File: src/rtl/dino_game_pkg.sv
// Shared Dino game definitions: screen bounds, byte/colour types and the
// frame scheduler state encoding.
package dino_game_pkg;

  localparam int X_MAX_DEF = 159;
  localparam int Y_MAX_DEF = 119;

  typedef logic [7:0] ubyte;
  typedef logic [2:0] color_t;

  typedef enum logic [2:0] {
    S_IDLE,
    S_LATCH,
    S_SCAN,
    S_DRAIN,
    S_DONE
  } sched_state_t;

endpackage

File: src/rtl/dino_raster_counter.sv
// Raster x/y counter, x fastest; 'last' flags the final coordinate of a screen.
module dino_raster_counter
  import dino_game_pkg::*;
#(
  parameter int X_MAX = X_MAX_DEF,
  parameter int Y_MAX = Y_MAX_DEF
) (
  input  logic clk,
  input  logic reset,
  input  logic clear,
  input  logic step,
  output ubyte x,
  output ubyte y,
  output logic last
);

  assign last = (x == 8'(X_MAX)) && (y == 8'(Y_MAX));

  always_ff @(posedge clk) begin
    if (reset || clear) begin
      x <= '0;
      y <= '0;
    end else if (step) begin
      if (x == 8'(X_MAX)) begin
        x <= '0;
        y <= (y == 8'(Y_MAX)) ? 8'd0 : y + 8'd1;
      end else begin
        x <= x + 8'd1;
      end
    end
  end

endmodule

File: src/rtl/dino_frame_scheduler.sv
// Per-frame render pass sequencer: snapshot, raster scan, shade pipeline and
// overlay arbitration. DINO_OVERRUN_CNT_EN builds the dropped-tick counter.
module dino_frame_scheduler
  import dino_game_pkg::*;
#(
  parameter int X_MAX = X_MAX_DEF,
  parameter int Y_MAX = Y_MAX_DEF
) (
  input  logic       clk,
  input  logic       reset,
  input  logic       enable,
  input  logic       frame_tick,
  input  logic [3:0] game_state,
  input  logic [7:0] dino_y,
  input  logic [7:0] obs1_x,
  input  logic [7:0] obs1_h,
  input  logic [7:0] obs2_x,
  input  logic [7:0] obs2_h,
  output logic [3:0] snap_state,
  output logic [7:0] snap_dino_y,
  output logic [7:0] snap_obs1_x,
  output logic [7:0] snap_obs1_h,
  output logic [7:0] snap_obs2_x,
  output logic [7:0] snap_obs2_h,
  output logic [7:0] scan_x,
  output logic [7:0] scan_y,
  output logic       scan_valid,
  input  logic [2:0] shade_color,
  input  logic       ovl_req,
  input  logic [7:0] ovl_x,
  input  logic [7:0] ovl_y,
  input  logic [2:0] ovl_color,
  output logic       ovl_ack,
  output logic [7:0] vga_x,
  output logic [7:0] vga_y,
  output logic [2:0] vga_color,
  output logic       vga_plot,
  output logic       busy,
  output logic       frame_done,
  output logic [7:0] overrun_cnt
);

  sched_state_t state;
  logic pending, start, drain_cnt, d_valid, last;
  ubyte d_x, d_y;

  assign start   = (state == S_IDLE) && enable && (frame_tick || pending);
  // A starting pass owns the plot port, so the overlay waits that cycle.
  assign ovl_ack = (state == S_IDLE) && ovl_req && !start;

  dino_raster_counter #(.X_MAX(X_MAX), .Y_MAX(Y_MAX)) u_raster (
    .clk   (clk),
    .reset (reset),
    .clear (state == S_LATCH),
    .step  (state == S_SCAN),
    .x     (scan_x),
    .y     (scan_y),
    .last  (last)
  );

  always_ff @(posedge clk) begin
    if (reset) begin
      state       <= S_IDLE;
      pending     <= 1'b0;
      drain_cnt   <= 1'b0;
      scan_valid  <= 1'b0;
      busy        <= 1'b0;
      frame_done  <= 1'b0;
      snap_state  <= '0;
      snap_dino_y <= '0;
      snap_obs1_x <= '0;
      snap_obs1_h <= '0;
      snap_obs2_x <= '0;
      snap_obs2_h <= '0;
    end else begin
      frame_done <= 1'b0;
      case (state)
        S_IDLE: if (start) begin
          state <= S_LATCH;
          busy  <= 1'b1;
        end
        S_LATCH: begin
          snap_state  <= game_state;
          snap_dino_y <= dino_y;
          snap_obs1_x <= obs1_x;
          snap_obs1_h <= obs1_h;
          snap_obs2_x <= obs2_x;
          snap_obs2_h <= obs2_h;
          scan_valid  <= 1'b1;
          state       <= S_SCAN;
        end
        S_SCAN: if (last) begin
          scan_valid <= 1'b0;
          drain_cnt  <= 1'b0;
          state      <= S_DRAIN;
        end
        S_DRAIN: if (drain_cnt) begin
          busy       <= 1'b0;
          frame_done <= 1'b1;
          state      <= S_DONE;
        end else begin
          drain_cnt <= 1'b1;
        end
        S_DONE:  state <= S_IDLE;
        default: state <= S_IDLE;
      endcase
      // LATCH consumes the pending request; a tick landing in LATCH re-arms it.
      if (state == S_LATCH) pending <= frame_tick;
      else if (frame_tick && !start) pending <= 1'b1;
    end
  end

  always_ff @(posedge clk) begin
    if (reset) begin
      d_valid   <= 1'b0;
      d_x       <= '0;
      d_y       <= '0;
      vga_x     <= '0;
      vga_y     <= '0;
      vga_color <= '0;
      vga_plot  <= 1'b0;
    end else begin
      d_valid <= scan_valid;
      d_x     <= scan_x;
      d_y     <= scan_y;
      if (d_valid) begin
        vga_x     <= d_x;
        vga_y     <= d_y;
        vga_color <= shade_color;
        vga_plot  <= 1'b1;
      end else if (ovl_ack) begin
        vga_x     <= ovl_x;
        vga_y     <= ovl_y;
        vga_color <= ovl_color;
        vga_plot  <= 1'b1;
      end else begin
        vga_plot <= 1'b0;
      end
    end
  end

`ifdef DINO_OVERRUN_CNT_EN
  logic drop;
  assign drop = frame_tick && pending && (state != S_IDLE) && (state != S_LATCH);

  always_ff @(posedge clk) begin
    if (reset) overrun_cnt <= '0;
    else if (drop && overrun_cnt != 8'hFF) overrun_cnt <= overrun_cnt + 8'd1;
  end
`else
  assign overrun_cnt = '0;
`endif

endmodule

File: config.mk
export PLATFORM = sky130hd
export DESIGN_NAME = dino_frame_scheduler
export DESIGN_NICKNAME = d
export VERILOG_FILES = /design/src/rtl/dino_game_pkg.sv /design/src/rtl/dino_raster_counter.sv /design/src/rtl/dino_frame_scheduler.sv
export SDC_FILE = /design/constraint.sdc
export NUM_CORES = 1
export LEC_CHECK = 0
export CORE_MARGIN = 1.5
export CORE_UTILIZATION = 40
export CTS_CLUSTER_DIAMETER = 150
export DETAILED_ROUTE_END_ITERATION = 8
export GPL_ROUTABILITY_DRIVEN = 1
export PLACE_DENSITY = 0.72
export SLEW_MARGIN = 40
export SYNTH_ARGS = -nofsm -noshare
export SYNTH_HDL_FRONTEND = slang
export SYNTH_SLANG_ARGS = --single-unit
File: constraint.sdc
create_clock -name clk -period 3.3 [get_ports clk]
set_input_delay 0.66 -clock clk [delete_from_list [all_inputs] [get_ports clk]]
set_output_delay 0.66 -clock clk [all_outputs]
set_load 0.02 [all_outputs]
## Word level (Yosys, flattened, before mapping)

Cells that the tools add are included.
W data, S select, Z words.

| cells by class | value |
|---|---|
| $add $sub $neg | 2 |
| equal/unequal tests | 8 |
| multiplexer cells | 23 |
| bitwise logic cells | 1 |
| reductions and logical operators | 21 |

Operator list:

| cell | count |
|---|---|
| $mux W8 | 6 |
| $add A8 B1 Y8 const B | 2 |
| $mux W3 | 5 |
| $pmux W3 S4 | 1 |
| $reduce_bool A2 Y1 | 5 |
| $eq A8 B7 Y1 const B | 1 |
| $eq A8 B8 Y1 const B | 1 |
| $mux W1 | 8 |
| $eq A3 B2 Y1 const B | 2 |
| $logic_and A1 B1 Y1 | 6 |
| $ne A2 B2 Y1 const B | 3 |
| $pmux W1 S2 | 3 |
| $reduce_and A2 Y1 | 3 |
| $reduce_and A3 Y1 | 2 |
| $eq A3 B1 Y1 const B | 1 |
| $logic_not A3 Y1 | 1 |
| $logic_or A1 B1 Y1 | 2 |
| $reduce_or A2 Y1 | 1 |
| $logic_not A1 Y1 | 1 |
| $not A1 Y1 | 1 |

| storage, ports and cells | value |
|---|---|
| register bits | 105 |
| bits of input ports | 71 |
| output and inout port bits | 92 |
| logic and storage cells | 76 |

## Depth between registers and ports, before layout

| depth | value |
|---|---|
| word-level depth | 7 |
| depth in mapped cells | 7 |
| mapped depth without buffers | 5 |

## Cells and area by module

A second synthesis with hierarchy kept.

| second synthesis, totals | value |
|---|---|
| cell total of the unflattened synthesis | 457 |
| area, all modules | 4111.4 µm² |

By module, submodules not included:

| module | times used | cells each | area an instance (µm²) | seq. area each (µm²) |
|---|---|---|---|---|
| dino_frame_scheduler | 1 | 369 | 3345.7 | 1781.7 |
| dino_raster_counter | 1 | 88 | 765.7 | 320.3 |

## Worst setup path before layout

OpenSTA, ideal clock, no wires.

| timing path | value |
|---|---|
| path type | input-to-output |
| start point | input port frame_tick |
| end point | output port ovl_ack |
| arrival time | 1496 ps |
| required time | 2640 ps |
| slack | 1144 ps |
| cell stages on the path | 4 |
| path buffers | 1 |
| path through | o21ai_0 nand3_1 inv_1 clkbuf_1 |

| between the ends | value |
|---|---|
| cells in the longest elaborated chain, start to end | 4 |

RTL lines:

| item | RTL line | text |
|---|---|---|
| start: declaration | dino_frame_scheduler.sv:12 | `input logic frame_tick,` |
| $logic_or A1 B1 Y1 | dino_frame_scheduler.sv:47 | `assign start = (state == S_IDLE) && enable && (frame_tick \|\| pending);` |
| $logic_and A1 B1 Y1 | dino_frame_scheduler.sv:47 |  |
| $logic_not A1 Y1 | dino_frame_scheduler.sv:49 | `assign ovl_ack = (state == S_IDLE) && ovl_req && !start;` |
| $logic_and A1 B1 Y1 | dino_frame_scheduler.sv:49 |  |
| end: declaration | dino_frame_scheduler.sv:33 | `output logic ovl_ack,` |

Every way passes these cells.

## Worst setup path in the final report

Ends and elaborated chain as after synthesis.

==> metrics.yaml <==
outcome:
  status: "finished clean"
clocking:
  cts.path.max_buffers: 2
  ctsHoldBuffers: 0
  clock_latency_ns: 0.35
  postCtsSetupRepairBufs: 0
  clkTransAtPathRegs_ns: 0.09
  cts_tree: "built"
  ctsResizeCount: 0
  cts_inserted_buffers: 9
  clockRootBuffer: "clkbuf_8"
  cts_max_level: 3
  clock-sinks: 105
power:
  p_comb_frac: 0.228
  p_int_mw: 2.22
  power_density_nw_per_um2: 535
  seq_power_share: 0.477
  power.switching_mw: 0.814
  ir_drop_mv: 0.262
  p_sw_frac: 0.269
  leakage_nw: 2.05
  p_clk_frac: 0.295
global_routing:
  grt_pass1_vias: 3269
  grt_pass1_wl_um: 15100
  grt_usage: 0.185
  antenna_found_initial: 0
  grt_max_degree: 59
  overflow: 0
timing:
  finalSetupViolCount: 0
  tightest_slew_ns: 0.725
  maxSlewViolCount: 0
  relSlewSlack: 0.515
  skew_ns: 0.00889
  whs_ns: 0.458
  max_freq_ghz: 0.339
  rsz0062_at_grt: "false"
  period_share: 0.893
  finalHoldViolCount: 0
  setup_tns_ns: 0
  min_period_ns: 2.95
placement:
  portBuffers: 154
  hpwlAfterDp_um: 6560
  place.gp.congestion: 0.825
layout:
  area_growth_pct: 48.6
  antennaDiodeCount: 0
  drive_gt1_frac: 0.0512
  final_util: 0.613
  finalNetCount: 598
job:
  drv_cap: 0
detailed_routing:
  drt-initial-drc-count: 121
  drtPass1Iterations: 4
  wl_um: 9300
  routedWlPerCell_um: 14.2
  dr_total_vias: 3300
  vias_per_cell: 5.03
  drc_errors: 0
  ant_nets: 0
worst_setup_path:
  r2r_setup_slack_ns: 1.01
  cp.required_ns: 2.64
  r2r_cells: 5
  reg2reg_to: "u_raster.y[0]"
  critPathMaxFanout: 3
  arrival_ns: 2.29
  max_stage_delay_ns: 0.60
  reg2reg_from: "u_raster.y[0]"
  crit_chain: "clkdlybuf4s50_1 > o21ai_0 > nand3_1 > inv_1 > clkdlybuf4s50_1"
  critPathLaunch: "frame_tick"
  startpoint_type: "primary input"
  end_kind: "output port"
  criticalPathCategory: "in -> out"
  cpMostUsedCell: "clkdlybuf4s50_1"
  slowest_stage: "clkdlybuf4s50_1"
yosys:
  ys_ff_latch: 105
  synth_top_area_frac: 0.552
  synthFlopType: "dfxtp_1"
  synth-edff-count: 0
  syn-cell-area_sq_um: 3810
  synth_cell_types: 41
  synthTopCellsByCount: "dfxtp_1 (105), a22o_1 (44), nor3_1 (44)"
  ys_top_cells_by_area: "dfxtp_1 (55%), a22o_1 (10%), nor3_1 (5.8%), a2111oi_0 (4.4%), nor2b_1 (2.8%)"
  synthArstFlopShare: 0
  yosysSeqAreaShare: 0.552
  synth_top_area_cell: "dfxtp_1"
  syn_avg_cell_area_sq_um: 9.95
  yosys_warnings: 0
  synthCells: 383
  yosysMostFrequentCell: "dfxtp_1"
worst_hold_path:
  whs_path_depth: 2
  hold_path_end: "vga_y[3]"
  min_from: "d_y[3]"
  min_path_type: "reg -> reg"
floorplanning:
  die_w_um: 101
  die_y_um: 101
  start_util: 0.412
  fp.coreArea_sq_um: 9240
  row_count: 35
  ios: 163
  dieArea_sq_um: 10100
==> flip-flops by register name, summed over array words and instances (netlist names) <==
signal       cells
vga_plot         1
state            3
d_valid          1
snap_obs1_h      8
d_y              8
scan_valid       1
snap_obs2_h      8
drain_cnt        1
u_raster.x       8
pending          1
snap_dino_y      8
frame_done       1
busy             1
snap_obs2_x      8
snap_obs1_x      8
d_x              8
vga_y            8
u_raster.y       8
snap_state       4
vga_x            8
vga_color        3
==> worst max-delay path, delay by kind of cell <==
kind	cells	cell delay (ns)
and+or+nand+nor	1	0.19
buffers and inverters	3	1.15
AOI/OAI and AO/OA	1	0.29
==> final cells by class <==
class / instances / area [sq um]
clock buffer: 9 / 124
clock inverter: 4 / 95.1
fill: 785 / 3580
inverter: 24 / 90.1
multi-input combinational: 225 / 1490
sequential: 105 / 2100
tap: 129 / 161
timing repair buffer: 160 / 1600
==> metal layers <==
layer  GRT usage  up-vias  wire [um]
met2       0.296      148       4100
met4      0.0693        0        143
met3      0.0707       15        950
li1            -     1633          -
met5           0        -          0
met1       0.225     1504       4110
==> per-stage QoR <==
stage / power [mW] / area (sq um) / setup WS, ns / instances
after floorplan: 1.83 / 3840 / 1.14 / 390
after global placement: 2.16 / 5440 / 0.382 / 643
after detailed placement: 2.17 / 5440 / 0.355 / 643
after CTS: 3.06 / 5660 / 0.352 / 656
after global routing: 3.17 / 5660 / 0.213 / 656
final: 3.03 / 5660 / 0.354 / 656
==> worst max-delay path by stage <==
stage	to	depth (start not counted)
2_1_floorplan	ovl_ack	4
3_3_place_gp	ovl_ack	5
3_5_place_dp	ovl_ack	5
4_1_cts	ovl_ack	5
5_1_grt	ovl_ack	5
6_report	ovl_ack	5
==> cell usage in the layout, fill, tap and decap left out, types with 2 or more instances in the layout <==
cell type | Yosys | layout
a22o_1 | 44 | 44
clkbuf_8 | 0 | 9
nor2b_1 | 17 | 17
o21ai_0 | 5 | 5
nand3_1 | 6 | 6
buf_4 | 9 | 5
ha_1 | 2 | 2
conb_1 | 1 | 8
clkdlybuf4s50_1 | 0 | 154
nor3_1 | 44 | 44
dfxtp_1 | 105 | 105
or3_1 | 2 | 2
and3_1 | 2 | 2
xnor2_1 | 7 | 7
nor2_1 | 19 | 19
bufinv_16 | 0 | 3
nand4_1 | 6 | 6
nand2_1 | 11 | 11
a21oi_1 | 9 | 8
a2111oi_0 | 19 | 19
nor4_1 | 2 | 2
xor2_1 | 3 | 3
inv_1 | 24 | 24
==> power by group through the flow <==
stage                     Sequential, mW  Clock (mW)  Combinational [mW]
after floorplan                     1.58           0               0.244
after global placement              1.47           0               0.688
after detailed placement            1.47           0               0.695
after CTS                           1.45       0.919               0.697
after global routing                1.46       0.969               0.744
final                               1.45       0.892               0.691
==> kinds of logic after synthesis <==
logic type,Yosys count,share of synthesized area
compound gates,85,0.180
xor+xnor,10,0.0230
fa+ha+maj,2,0.00657
buf+inv,60,0.0686
flops,105,0.552
other cells,1,0.000984
simple gates,120,0.169
No activity file was read; power rests on OpenSTA's default activity.
